### config.mk
export PLATFORM = sky130hd
export DESIGN_NAME = bounce_square_render_flat
export DESIGN_NICKNAME = d
export VERILOG_FILES = /design/src/rtl/bounce_square_render_pkg.sv /design/src/rtl/bounce_square_render_if.sv /design/src/rtl/bounce_square_render_axis.sv /design/src/rtl/bounce_square_render.sv /design/src/flat_wrapper.sv
export SDC_FILE = /design/constraint.sdc
export NUM_CORES = 1
export LEC_CHECK = 0
export ABC_CLOCK_PERIOD_IN_PS = 3100
export CELL_PAD_IN_SITES_DETAIL_PLACEMENT = 1
export CELL_PAD_IN_SITES_GLOBAL_PLACEMENT = 1
export CORE_ASPECT_RATIO = 0.9
export CORE_MARGIN = 4
export CORE_UTILIZATION = 42
export DETAILED_ROUTE_END_ITERATION = 8
export PLACE_DENSITY = 0.81
export REMOVE_ABC_BUFFERS = 1
export SYNTH_ARGS = -nofsm -noshare
export SYNTH_HDL_FRONTEND = slang
export SYNTH_SLANG_ARGS = --single-unit
### constraint.sdc
create_clock -name clk_pix -period 3.1 [get_ports clk_pix]
set_clock_uncertainty 0.1 [all_clocks]
set_input_delay 0.62 -clock clk_pix [delete_from_list [all_inputs] [get_ports clk_pix]]
set_output_delay 0.62 -clock clk_pix [all_outputs]
set_load 0.01 [all_outputs]
### src/rtl/bounce_square_render_pkg.sv
// Shared types and constants for the bouncing-square renderer: motion FSM states,
// axis direction encoding, colour constants and the palette helper.
package bounce_square_render_pkg;

  localparam int CORDW_DEF = 16;

  typedef enum logic [1:0] {
    ST_IDLE,
    ST_MOVE_X,
    ST_MOVE_Y,
    ST_RECOLOR
  } motion_state_e;

  // DIR_INC is right/down, DIR_DEC is left/up
  typedef enum logic {
    DIR_INC = 1'b0,
    DIR_DEC = 1'b1
  } dir_e;

  typedef struct packed {
    logic [1:0] r;
    logic [1:0] g;
    logic [1:0] b;
  } rgb_t;

  localparam rgb_t RGB_BLACK = '{r: 2'b00, g: 2'b00, b: 2'b00};
  localparam rgb_t BG_COLOR  = '{r: 2'b00, g: 2'b00, b: 2'b01};
  localparam rgb_t BG_ALT    = '{r: 2'b00, g: 2'b00, b: 2'b10};

  function automatic rgb_t palette(input logic [2:0] cidx);
    rgb_t c;
    c.r = {2{cidx[0]}};
    c.g = {2{cidx[1]}};
    c.b = {2{cidx[2]}};
    return c;
  endfunction

  // Colour index cycles 1..7 so the square is never black
  function automatic logic [2:0] next_cidx(input logic [2:0] cidx);
    return (cidx == 3'd7) ? 3'd1 : cidx + 3'd1;
  endfunction

endpackage

### src/rtl/bounce_square_render_if.sv
// Video bundle between the 480p timing generator and the renderer: timing in,
// re-aligned syncs and 2-bit RGB out.
interface bounce_square_render_if #(
  parameter int CORDW = bounce_square_render_pkg::CORDW_DEF
);
  logic signed [CORDW-1:0] sx;
  logic signed [CORDW-1:0] sy;
  logic                    de_in;
  logic                    frame;
  logic                    hsync_in;
  logic                    vsync_in;
  logic                    hsync_out;
  logic                    vsync_out;
  logic                    de_out;
  logic [1:0]              r;
  logic [1:0]              g;
  logic [1:0]              b;

  modport master (
    output sx, sy, de_in, frame, hsync_in, vsync_in,
    input  hsync_out, vsync_out, de_out, r, g, b
  );

  modport slave (
    input  sx, sy, de_in, frame, hsync_in, vsync_in,
    output hsync_out, vsync_out, de_out, r, g, b
  );
endinterface

### src/rtl/bounce_square_render_axis.sv
// bounce_axis: one axis of square motion; steps by SPEED when enabled and
// reverses at the active-area edges, flagging the bounce for that update.
module bounce_axis
  import bounce_square_render_pkg::*;
#(
  parameter int POSW   = 10,
  parameter int RES    = 640,
  parameter int Q_SIZE = 32,
  parameter int SPEED  = 2,
  parameter int START  = 100
) (
  input  logic            clk,
  input  logic            rst_n,
  input  logic            en,
  output logic [POSW-1:0] pos,
  output logic            bounce
);

  localparam logic [POSW-1:0] HI_LIM    = POSW'(RES - Q_SIZE - SPEED);
  localparam logic [POSW-1:0] HI_POS    = POSW'(RES - Q_SIZE);
  localparam logic [POSW-1:0] STEP      = POSW'(SPEED);
  localparam logic [POSW-1:0] START_POS = POSW'(START);

  logic [POSW-1:0] pos_q, pos_d;
  dir_e            dir_q, dir_d;

  always_comb begin
    pos_d  = pos_q;
    dir_d  = dir_q;
    bounce = 1'b0;
    if (en) begin
      if (dir_q == DIR_INC) begin
        if (pos_q >= HI_LIM) begin
          pos_d  = HI_POS;
          dir_d  = DIR_DEC;
          bounce = 1'b1;
        end else begin
          pos_d = pos_q + STEP;
        end
      end else begin
        if (pos_q <= STEP) begin
          pos_d  = '0;
          dir_d  = DIR_INC;
          bounce = 1'b1;
        end else begin
          pos_d = pos_q - STEP;
        end
      end
    end
  end

  always_ff @(posedge clk or negedge rst_n) begin
    if (!rst_n) begin
      pos_q <= START_POS;
      dir_q <= DIR_INC;
    end else begin
      pos_q <= pos_d;
      dir_q <= dir_d;
    end
  end

  assign pos = pos_q;

endmodule

### src/rtl/bounce_square_render.sv
// Renders a bouncing, colour-changing square behind a fixed 2-cycle pixel pipeline.
// Define CHECKER_BG_EN for a 16-pixel checkerboard background instead of a flat one.
module bounce_square_render
  import bounce_square_render_pkg::*;
#(
  parameter int CORDW     = CORDW_DEF,
  parameter int H_RES     = 640,
  parameter int V_RES     = 480,
  parameter int Q_SIZE    = 32,
  parameter int SPEED     = 2,
  parameter int FRAME_DIV = 1,
  parameter int START_X   = 100,
  parameter int START_Y   = 50
) (
  input  logic                   clk_pix,
  input  logic                   rst_pix_n,
  bounce_square_render_if.slave  vid
);

  localparam int POSW = $clog2((H_RES > V_RES) ? H_RES : V_RES);
  localparam int DIVW = (FRAME_DIV > 1) ? $clog2(FRAME_DIV) : 1;
  localparam logic [DIVW-1:0] DIV_LAST = DIVW'(FRAME_DIV - 1);
  localparam logic signed [CORDW-1:0] Q_SIZE_S = CORDW'(Q_SIZE);

  motion_state_e   state_q, state_d;
  logic [DIVW-1:0] divcnt_q, divcnt_d;
  logic            bflag_q, bflag_d;
  logic [2:0]      cidx_q, cidx_d;

  logic [POSW-1:0] qx, qy;
  logic            bounce_x, bounce_y;

  bounce_axis #(
    .POSW(POSW), .RES(H_RES), .Q_SIZE(Q_SIZE), .SPEED(SPEED), .START(START_X)
  ) u_axis_x (
    .clk(clk_pix), .rst_n(rst_pix_n), .en(state_q == ST_MOVE_X),
    .pos(qx), .bounce(bounce_x)
  );

  bounce_axis #(
    .POSW(POSW), .RES(V_RES), .Q_SIZE(Q_SIZE), .SPEED(SPEED), .START(START_Y)
  ) u_axis_y (
    .clk(clk_pix), .rst_n(rst_pix_n), .en(state_q == ST_MOVE_Y),
    .pos(qy), .bounce(bounce_y)
  );

  // Frame pulses arriving mid-update are dropped and do not advance the divider
  always_comb begin
    state_d  = state_q;
    divcnt_d = divcnt_q;
    bflag_d  = bflag_q;
    cidx_d   = cidx_q;
    case (state_q)
      ST_IDLE: begin
        if (vid.frame) begin
          if (divcnt_q == DIV_LAST) begin
            divcnt_d = '0;
            state_d  = ST_MOVE_X;
          end else begin
            divcnt_d = divcnt_q + DIVW'(1);
          end
        end
      end
      ST_MOVE_X: begin
        bflag_d = bflag_q | bounce_x;
        state_d = ST_MOVE_Y;
      end
      ST_MOVE_Y: begin
        bflag_d = bflag_q | bounce_y;
        state_d = ST_RECOLOR;
      end
      ST_RECOLOR: begin
        if (bflag_q) cidx_d = next_cidx(cidx_q);
        bflag_d = 1'b0;
        state_d = ST_IDLE;
      end
      default: state_d = ST_IDLE;
    endcase
  end

  always_ff @(posedge clk_pix or negedge rst_pix_n) begin
    if (!rst_pix_n) begin
      state_q  <= ST_IDLE;
      divcnt_q <= '0;
      bflag_q  <= 1'b0;
      cidx_q   <= 3'd1;
    end else begin
      state_q  <= state_d;
      divcnt_q <= divcnt_d;
      bflag_q  <= bflag_d;
      cidx_q   <= cidx_d;
    end
  end

  logic signed [CORDW-1:0] qx_s, qy_s;
  logic in_sq1_d;
  assign qx_s = $signed({{(CORDW-POSW){1'b0}}, qx});
  assign qy_s = $signed({{(CORDW-POSW){1'b0}}, qy});
  assign in_sq1_d = (vid.sx >= qx_s) && (vid.sx < qx_s + Q_SIZE_S) &&
                    (vid.sy >= qy_s) && (vid.sy < qy_s + Q_SIZE_S);

  logic de1_q, hs1_q, vs1_q, in_sq1_q;
  logic de2_q, hs2_q, vs2_q;
  rgb_t rgb2_q, rgb2_d;
  rgb_t bg;

`ifdef CHECKER_BG_EN
  logic chk1_q;
  always_ff @(posedge clk_pix or negedge rst_pix_n) begin
    if (!rst_pix_n) chk1_q <= 1'b0;
    else            chk1_q <= vid.sx[4] ^ vid.sy[4];
  end
  assign bg = chk1_q ? BG_ALT : BG_COLOR;
`else
  assign bg = BG_COLOR;
`endif

  always_comb begin
    rgb2_d = bg;
    if (!de1_q)        rgb2_d = RGB_BLACK;
    else if (in_sq1_q) rgb2_d = palette(cidx_q);
  end

  // Syncs idle high so the monitor sees no pulses while held in reset
  always_ff @(posedge clk_pix or negedge rst_pix_n) begin
    if (!rst_pix_n) begin
      de1_q    <= 1'b0;
      hs1_q    <= 1'b1;
      vs1_q    <= 1'b1;
      in_sq1_q <= 1'b0;
      de2_q    <= 1'b0;
      hs2_q    <= 1'b1;
      vs2_q    <= 1'b1;
      rgb2_q   <= RGB_BLACK;
    end else begin
      de1_q    <= vid.de_in;
      hs1_q    <= vid.hsync_in;
      vs1_q    <= vid.vsync_in;
      in_sq1_q <= in_sq1_d;
      de2_q    <= de1_q;
      hs2_q    <= hs1_q;
      vs2_q    <= vs1_q;
      rgb2_q   <= rgb2_d;
    end
  end

  assign vid.de_out    = de2_q;
  assign vid.hsync_out = hs2_q;
  assign vid.vsync_out = vs2_q;
  assign vid.r         = rgb2_q.r;
  assign vid.g         = rgb2_q.g;
  assign vid.b         = rgb2_q.b;

endmodule

### src/flat_wrapper.sv
// flat-port wrapper written by rule: the top's interface ports become plain ports
module bounce_square_render_flat import bounce_square_render_pkg::*;
#(
  parameter int CORDW     = CORDW_DEF,
  parameter int H_RES     = 640,
  parameter int V_RES     = 480,
  parameter int Q_SIZE    = 32,
  parameter int SPEED     = 2,
  parameter int FRAME_DIV = 1,
  parameter int START_X   = 100,
  parameter int START_Y   = 50
)
  (clk_pix, rst_pix_n, vid_sx, vid_sy, vid_de_in, vid_frame, vid_hsync_in, vid_vsync_in, vid_hsync_out, vid_vsync_out, vid_de_out, vid_r, vid_g, vid_b);
  bounce_square_render_if #(.CORDW(CORDW)) vid_i ();
  input  logic clk_pix;
  input  logic rst_pix_n;
  input wire logic [$bits(vid_i.sx)-1:0] vid_sx;
  input wire logic [$bits(vid_i.sy)-1:0] vid_sy;
  input wire logic [$bits(vid_i.de_in)-1:0] vid_de_in;
  input wire logic [$bits(vid_i.frame)-1:0] vid_frame;
  input wire logic [$bits(vid_i.hsync_in)-1:0] vid_hsync_in;
  input wire logic [$bits(vid_i.vsync_in)-1:0] vid_vsync_in;
  output wire logic [$bits(vid_i.hsync_out)-1:0] vid_hsync_out;
  output wire logic [$bits(vid_i.vsync_out)-1:0] vid_vsync_out;
  output wire logic [$bits(vid_i.de_out)-1:0] vid_de_out;
  output wire logic [$bits(vid_i.r)-1:0] vid_r;
  output wire logic [$bits(vid_i.g)-1:0] vid_g;
  output wire logic [$bits(vid_i.b)-1:0] vid_b;
  assign vid_i.sx = vid_sx;
  assign vid_i.sy = vid_sy;
  assign vid_i.de_in = vid_de_in;
  assign vid_i.frame = vid_frame;
  assign vid_i.hsync_in = vid_hsync_in;
  assign vid_i.vsync_in = vid_vsync_in;
  assign vid_hsync_out = vid_i.hsync_out;
  assign vid_vsync_out = vid_i.vsync_out;
  assign vid_de_out = vid_i.de_out;
  assign vid_r = vid_i.r;
  assign vid_g = vid_i.g;
  assign vid_b = vid_i.b;
  bounce_square_render #(.CORDW(CORDW), .H_RES(H_RES), .V_RES(V_RES), .Q_SIZE(Q_SIZE), .SPEED(SPEED), .FRAME_DIV(FRAME_DIV), .START_X(START_X), .START_Y(START_Y)) u_core (.clk_pix(clk_pix), .rst_pix_n(rst_pix_n), .vid(vid_i));
endmodule
Word-level counts from Yosys, hierarchy flattened. Cells that the tools add are included. Widths: inputs -> output; s select.

Output and inout port bits: 9. Bits in registers: 42. Word-level logic and storage cells: 76. Input port bits: 38.

Equality and inequality tests: 6. Reduce and logical (&&, ||, !) cells: 8. Add/sub/neg operators: 8. Order comparisons: 8. Bitwise operators: 2. Mux-type cells: 26.

Operators with widths (number): $mux 10 (6); $ge 16x11->1 (2); $lt 16x16->1 (2); $add 10x6->11 const B (2); $add 10x2->10 const B (2); $le 10x2->1 const B (2); $sub 10x2->10 const B (2); $mux 1 (13); $mux 6 (2); $ge 10x10->1 const B (1); $ge 10x9->1 const B (1); $pmux 2 s4 (1); $reduce_and 2->1 (3); $eq 2x2->1 const B (2); $mux 2 (2); $ne 2x2->1 const B (2); $add 3x1->3 const B (1); $eq 3x3->1 const B (1); $logic_and 1x1->1 (3); $mux 3 (1); $pmux 1 s3 (1); $reduce_bool 3->1 (1); $eq 2x1->1 const B (1); $logic_not 2->1 (1); 2 further kinds (3).

Depth between registers and ports, before layout. Gate-level depths: netlist (run 1).

Depth after elaboration: 6. Depth in mapped cells: 10.

Modules after synthesis. A second synthesis (run 1) with hierarchy kept.

Cells, all modules: 395. Area total of the unflattened synthesis: 3443.3 um^2.

By module, submodules not included: bounce_square_render (area each 1619.1 um^2, cells an instance 174, instances 1); bounce_axis at u_core.u_axis_x (area each 932.1 um^2, cells an instance 115, instances 1); bounce_axis at u_core.u_axis_y (area each 892.1 um^2, cells an instance 106, instances 1).

Worst setup path after synthesis (run 1). No wires, ideal clock.

Path type: reg-to-reg. Start point: register u_core.u_axis_x.pos_q[5] (netlist: u_core.u_axis_x.pos[5]). End point: register u_core.in_sq1_q. Cell stages (with the launch flop): 10. Arrival: 2.273 ns. Slack: 0.659 ns. Buffers on the path: 0. Library setup time: 0.067 ns. Cells stage by stage: dfstp_2 -> ha_1 -> nand3_1 -> xnor2_1 -> ha_1 -> a21o_1 -> a2111oi_0 -> nand4_1 -> a31oi_1 -> o2111a_1.

Cells in the longest elaborated chain, start to end: 5. Elaborated cells between the ends (all ways): 6. Those cells by class: 1 x add/sub; 2 x order compare; 3 x reduce/logical.

Ends and longest elaborated chain: from (decl) (line bounce_square_render_axis.sv:24) `logic [POSW-1:0] pos_q, pos_d;`; from (signal assigned) (line bounce_square_render_axis.sv:57) `pos_q <= pos_d;`; $add 10x6->11 (line bounce_square_render.sv:99) `assign in_sq1_d = (vid.sx >= qx_s) && (vid.sx < qx_s + Q_SIZE_S) &&`; $lt 16x16->1 (line bounce_square_render.sv:99); $logic_and 1x1->1 (*) (2 in a row) (line bounce_square_render.sv:99); $logic_and 1x1->1 (*) (line bounce_square_render.sv:100) `(vid.sy >= qy_s) && (vid.sy < qy_s + Q_SIZE_S);`; named net u_core.in_sq1_d (line bounce_square_render.sv:96) `logic in_sq1_d;`; to (signal assigned) (line bounce_square_render.sv:139) `in_sq1_q <= in_sq1_d;`; to (decl) (line bounce_square_render.sv:102) `logic de1_q, hs1_q, vs1_q, in_sq1_q;`.

The timed path passes the listed nets; every way through them passes the cells marked *. A chain may end at the register's enable or synchronous reset.

Worst setup path after layout (run 1). Ends and elaborated chain as after synthesis.

==> results of run 1 <==
where the power goes:
group / switching [mW] / leakage, nW / total [mW] / internal, mW
registers: 0.182 / 0.455 / 0.813 / 0.631
logic: 0.664 / 1.06 / 1.14 / 0.475
clock network: 0.189 / 0.0543 / 0.430 / 0.241
total: 1.04 / 1.57 / 2.38 / 1.35
cells in the mapped netlist (2+ instances only):
master     instances  area (um2)
a2111oi_0          2       17.52
a211o_1            2       17.52
a21o_1             5       37.54
a21oi_1           22       110.1
a22oi_1            2       15.01
a31oi_1            8       50.05
a32o_1             2       20.02
a32oi_1            2       17.52
a41oi_1            2       17.52
and2_1             3       18.77
and3_1             8       50.05
buf_2              3       15.01
buf_4              2       15.01
clkbuf_1           5       18.77
clkinv_1           2       7.510
dfrtp_1           26       650.6
dfstp_2           11       289.0
ha_1              47       588.1
inv_1             25       93.84
mux2_2             2       22.52
mux2i_1            5       50.05
nand2_1           14       52.55
nand2_2            2       12.51
nand2b_1           4       25.02
nand3_1           13       65.06
nand4_1            4       25.02
nor2_1            21       78.83
nor3_1            17       85.08
nor4_2             2       25.02
o21ai_0           23       115.1
o221ai_1           2       17.52
o2bb2ai_1          2       17.52
o31ai_1            6       45.04
or3_1              4       25.02
or4_1              3       22.52
xnor2_1            7       61.31
cell usage in the layout, fill, tap and decap left out, types with 2 or more instances in the layout:
cell              n
clkdlybuf4s50_1  43
dfrtp_1          26
and3_1            8
or4_1             3
xnor2_1           7
a22oi_1           2
nand3_1          13
dfstp_2          11
o21ai_0          23
a32oi_1           2
nand4_1           4
ha_1             47
a32o_1            2
and2_1            3
nor2_1           21
nor4_2            2
o2bb2ai_1         2
a31oi_1           8
or3_1             4
a211o_1           2
a21oi_1          22
nor3_1           17
a21o_1            5
buf_4             2
a2111oi_0         2
o221ai_1          2
mux2_2            2
clkbuf_8          5
clkinv_1          2
mux2i_1           5
inv_1            25
nand2_1          14
nand2b_1          4
nand2_2           2
a41oi_1           2
o31ai_1           6
registers in the layout (all words and copies together) (netlist names), 2 cells and up:
name / cells
u_core.u_axis_x.pos: 9
u_core.state_q: 2
u_core.cidx_q: 3
u_core.u_axis_y.pos: 9
u_core.vid.b: 2
per-layer routing:
layer | vias to the layer above | GRT usage | part of all wire
met2 | 76 | 0.3227 | 0.48
met3 | 10 | 0.03019 | 0.046
met4 | 0 | 0.06030 | 0.012
met5 | - | 0 | 0
met1 | 1388 | 0.2738 | 0.46
li1 | 1368 | - | -
worst max-delay path by stage:
stage	from	end	depth (start not counted)
floorplan	u_core.u_axis_x.pos[5]$_DFFE_PN1P_	u_core.in_sq1_q$_DFF_PN0_	9
global placement	vid_sx[1]	u_core.in_sq1_q$_DFF_PN0_	7
detailed placement	vid_sx[1]	u_core.in_sq1_q$_DFF_PN0_	7
CTS	u_core.u_axis_x.pos[5]$_DFFE_PN1P_	u_core.in_sq1_q$_DFF_PN0_	9
global route	u_core.u_axis_x.pos[5]$_DFFE_PN1P_	u_core.in_sq1_q$_DFF_PN0_	9
finish	u_core.u_axis_x.pos[5]$_DFFE_PN1P_	u_core.in_sq1_q$_DFF_PN0_	9
logic make-up after synthesis:
group,share of synthesized area
XOR/XNOR,0.01962
multiplexers,0.02322
buffers and inverters,0.05284
flip-flops,0.3006
AO/OA/AOI/OAI,0.2266
AND/OR/NAND/NOR,0.1889
adder cells (fa/ha/maj),0.1881
critical path, delay by kind of cell, from the launching register on:
| family | cells | cell delay, ps |
|---|---|---|
| and+or+nand+nor | 2 | 260 |
| adders and majority gates | 2 | 500 |
| xor gates and xnor gates | 1 | 200 |
| DFF | 1 | 640 |
| AOI/OAI and AO/OA | 4 | 990 |
stage by stage:
stage	utilization	hold WS, ps
after floorplan	-	224.4
after global placement	0.5081	245.3
after detailed placement	0.5081	247.5
after CTS	0.5242	259.2
after global routing	0.5242	266.5
final	0.5242	257.8
layout make-up:
class	instances	area, um2	share of cell area
Clock buffer	5	68.82	0.01836
Tap cell	93	116.4	0.03105
Inverter	28	105.1	0.02805
Multi-Input combinational cell	266	2021	0.5392
Sequential cell	37	939.7	0.2508
Clock inverter	3	46.29	0.01235
Timing Repair Buffer	46	450.4	0.1202
==> results.py, run 1 <==
metrics = {
    "clock_tree": {
        "cts_hold_buf": 0,
        "cts_sinks": 37,
        "cts_tree": "yes",
        "clk_path_buf_depth": 2,
        "clk_pin_slew_worst_paths_ps": 90,
        "cts_setup_buffers": 0,
        "clock-root-buffer": "clkbuf_8",
        "post_cts_resized": 0,
        "insertion_delay_ps": 300,
        "cts-htree-levels": 2,
        "cts_buffers": 5,
    },
    "critical_path": {
        "r2r-start": "u_core.u_axis_x.pos[5]$_DFFE_PN1P_",
        "cp.required_ps": 3230,
        "cp_slowest_cell": "dfstp_2",
        "r2r_setup_slack_ps": 320,
        "crit_type": "flip-flop to flip-flop",
        "r2r-end": "u_core.in_sq1_q$_DFF_PN0_",
        "cpPeakStageDelay_ps": 640,
        "critPathCaptureType": "flip-flop",
        "crit_chain": "ha_1, nand3_1, xnor2_1, ha_1, a21o_1, a2111oi_0, nand4_1, a31oi_1, o2111a_1",
        "crit_top_cell": "ha_1",
        "path_max_fanout": 9,
        "reg2regPathDepth": 9,
        "arrival_ps": 2910,
        "critPathLaunchType": "flip-flop",
    },
    "sta": {
        "period_share": 0.8966,
        "min_period_ps": 2779,
        "max_freq_ghz": 0.3598,
        "final-setup-viol-count": 0,
        "fin_setup_tns_ps": 0,
        "worst_slew_pin_slew_ps": 840.0,
        "hold_viol": 0,
        "slew_headroom": 0.4400,
        "finalMaxSlewViolations": 0,
        "grt_setup_unrepaired": "no",
        "setup_ws_ps": 320.6,
    },
    "routing": {
        "drtIter0Drc": 195,
        "viasPerCell": 5.946,
        "route.detailed.drc": 0,
        "dr.pass1.iters": 4,
        "wl_per_cell_um": 17.68,
        "drt-total-wl_um": 8450,
        "antenna_left": 0,
        "vias": 2842,
    },
    "die": {
        "die-height_um": 89.84,
        "core_um2": 7148,
        "start_util": 0.4372,
        "io_pins": 47,
        "num_rows": 29,
        "die-area_um2": 8888,
        "die_w_um": 98.93,
    },
    "placement": {
        "dp_slack_ps": 344.4,
        "dp_cells": 470,
        "place_congestion": 0.8529,
        "dpl_cell_area_um2": 3632,
        "port_buffers": 44,
        "dp.final_hpwl_um": 6538,
    },
    "job": {
        "maxCapViolations": 0,
    },
    "global_route": {
        "grt-ovfl-total": 0,
        "grt_max_degree": 38,
        "grt_pass1_vias": 2994,
        "gr-usage-all-layers": 0.1995,
        "grt_pass1_wl_um": 14810,
        "antenna_found_initial": 0,
    },
    "synth": {
        "synthArstFlopShare": 1.000,
        "synth_edf_count": 0,
        "synth_top_flop_cell": "dfrtp_1",
        "ys_seq_area_frac": 0.3006,
        "syn_area_um2": 3125,
        "ys_ff_latch": 37,
        "syn_avg_cell_area_um2": 9.139,
        "synth_cells": 342,
        "synth_cell_types": 68,
        "synth_warnings": 0,
    },
    "power_and_ir_drop": {
        "ir_drop_v": 0.0002902,
        "finalPower_mw": 2.382,
        "p_per_area_nw_per_um2": 635.7,
        "leakagePower_nw": 1.570,
    },
    "cells_and_area": {
        "num-nets-final": 469,
        "n_antenna_cell": 0,
        "nFillCells": 855,
        "final_cells": 478,
        "drive_gt1_frac": 0.1039,
        "area_delta_synth_final_pct": 19.90,
        "finalInstanceArea_um2": 3747,
    },
    "min_path": {
        "min_path_type": "flip-flop to flip-flop",
        "hp-start": "u_core.vs1_q$_DFF_PN1_",
        "whs_endpoint": "u_core.vid.vsync_out$_DFF_PN1_",
        "whs_path_depth": 0,
    },
    "run_status": {
        "outcome": "completed",
    },
}
Power figures use the tool's default switching activity.
==> inputs of run 2 (changes only) <==
CAP_MARGIN = 40   (was default)
==> results.py, run 2 (synthesized netlist as in run 1, its figures left out) <==
metrics = {
    "sta": {
        "final-setup-viol-count": 0,
        "min_period_ps": 2718,
        "setup_ws_ps": 382.1,
        "grt_setup_unrepaired": "no",
        "slew_headroom": 0.6285,
        "fin_setup_tns_ps": 0,
        "finalMaxSlewViolations": 0,
        "worst_slew_pin_slew_ps": 557.3,
        "hold_viol": 0,
        "max_freq_ghz": 0.3679,
        "period_share": 0.8768,
    },
    "clock_tree": {
        "post_cts_resized": 0,
        "clock-root-buffer": "clkbuf_8",
        "cts_hold_buf": 0,
        "clk_path_buf_depth": 2,
        "cts_tree": "yes",
        "insertion_delay_ps": 300,
        "cts_sinks": 37,
        "cts_setup_buffers": 0,
        "cts-htree-levels": 2,
        "cts_buffers": 5,
        "clk_pin_slew_worst_paths_ps": 80,
    },
    "routing": {
        "route.detailed.drc": 0,
        "viasPerCell": 5.942,
        "drt-total-wl_um": 8542,
        "wl_per_cell_um": 17.83,
        "drtIter0Drc": 231,
        "antenna_left": 0,
        "vias": 2846,
        "dr.pass1.iters": 4,
    },
    "run_status": {
        "outcome": "completed",
    },
    "placement": {
        "dp.final_hpwl_um": 6713,
        "port_buffers": 44,
        "dpl_cell_area_um2": 3652,
        "place_congestion": 0.8529,
        "dp_slack_ps": 344.4,
    },
    "cells_and_area": {
        "n_antenna_cell": 0,
        "num-nets-final": 470,
        "drive_gt1_frac": 0.1062,
        "finalInstanceArea_um2": 3786,
        "fin_util": 0.5297,
        "final_common_cell": "ha_1",
        "area_delta_synth_final_pct": 21.14,
        "final_cell_mix": "ha_1 (47), clkdlybuf4s50_1 (43), dfrtp_1 (26)",
    },
    "critical_path": {
        "r2r-start": "u_core.u_axis_x.pos[5]$_DFFE_PN1P_",
        "path_max_fanout": 9,
        "critPathCaptureType": "flip-flop",
        "reg2regPathDepth": 9,
        "arrival_ps": 2850,
        "crit_type": "flip-flop to flip-flop",
        "r2r-end": "u_core.in_sq1_q$_DFF_PN0_",
        "cp.required_ps": 3230,
        "r2r_setup_slack_ps": 380,
        "critPathLaunchType": "flip-flop",
    },
    "die": {
        "core_um2": 7148,
        "num_rows": 29,
        "die-height_um": 89.84,
        "start_util": 0.4372,
        "die_w_um": 98.93,
        "die-area_um2": 8888,
        "io_pins": 47,
    },
    "global_route": {
        "grt_max_degree": 29,
        "gr-usage-all-layers": 0.1994,
        "grt_pass1_vias": 2991,
        "antenna_found_initial": 0,
        "grt-ovfl-total": 0,
        "grt_pass1_wl_um": 14910,
    },
    "power_and_ir_drop": {
        "p_per_area_nw_per_um2": 650.2,
        "leakagePower_nw": 1.593,
        "ir_drop_v": 0.0003214,
    },
    "job": {
        "maxCapViolations": 0,
    },
    "min_path": {
        "min_path_type": "primary input to asynchronous set/reset pin",
    },
}
==> run 2: cell count changes in the layout (fill, tap and decap cells not counted), sizes merged <==
cell,change
buf,+1
bufinv,+1
clkinvlp,-1
==> run 2: per-stage QoR <==
stage	power, mW	hold slack (ps)	cells
floorplan	1.570	224.4	331
global placement	1.865	245.3	470
detailed placement	1.968	246.9	471
CTS	2.482	95.31	479
global route	2.690	92.74	479
finish	2.462	92.36	479
==> run 2: worst max path at each step <==
stage                                endpoint  slack, ps                          startpoint
floorplan           u_core.in_sq1_q$_DFF_PN0_        650  u_core.u_axis_x.pos[5]$_DFFE_PN1P_
global placement    u_core.in_sq1_q$_DFF_PN0_        390                           vid_sx[1]
detailed placement  u_core.in_sq1_q$_DFF_PN0_        340                           vid_sx[1]
CTS                 u_core.in_sq1_q$_DFF_PN0_        380  u_core.u_axis_x.pos[5]$_DFFE_PN1P_
global route        u_core.in_sq1_q$_DFF_PN0_        180  u_core.u_axis_x.pos[5]$_DFFE_PN1P_
finish              u_core.in_sq1_q$_DFF_PN0_        380  u_core.u_axis_x.pos[5]$_DFFE_PN1P_
==> run 2: worst max-delay path, cell delays in order (launching register included) <==
cell and delay [ps]:
dfstp_2 640, ha_1 230, nand3_1 120, xnor2_1 200
ha_1 270, a21o_1 180, a2111oi_0 410, nand4_1 140
a31oi_1 170, o2111a_1 190
==> run 2: cell type report <==
cell class	count	area [um2]
Fill cell	857	3362
Timing Repair Buffer	47	470.5
Clock buffer	5	68.82
Multi-Input combinational cell	266	2021
Tap cell	93	116.4
Inverter	28	105.1
Sequential cell	37	939.7
Clock inverter	3	65.06
==> run 2: power breakdown <==
group	internal, mW	switching (mW)
Combinational	0.478	0.666
Clock	0.320	0.186
Sequential	0.631	0.181
Total	1.43	1.03
==> run 2: layer usage <==
layer | share of wire | GRT usage
met1 | 0.47 | 0.2787
met4 | 0.012 | 0.04551
met2 | 0.48 | 0.3233
met5 | 0 | 0
met3 | 0.040 | 0.03096
==> inputs of run 3 (changes only) <==
CTS_CLUSTER_DIAMETER = 60   (was default)
==> results of run 3 <==
The final DEF is identical to that of run 2; final timing and power are the same.
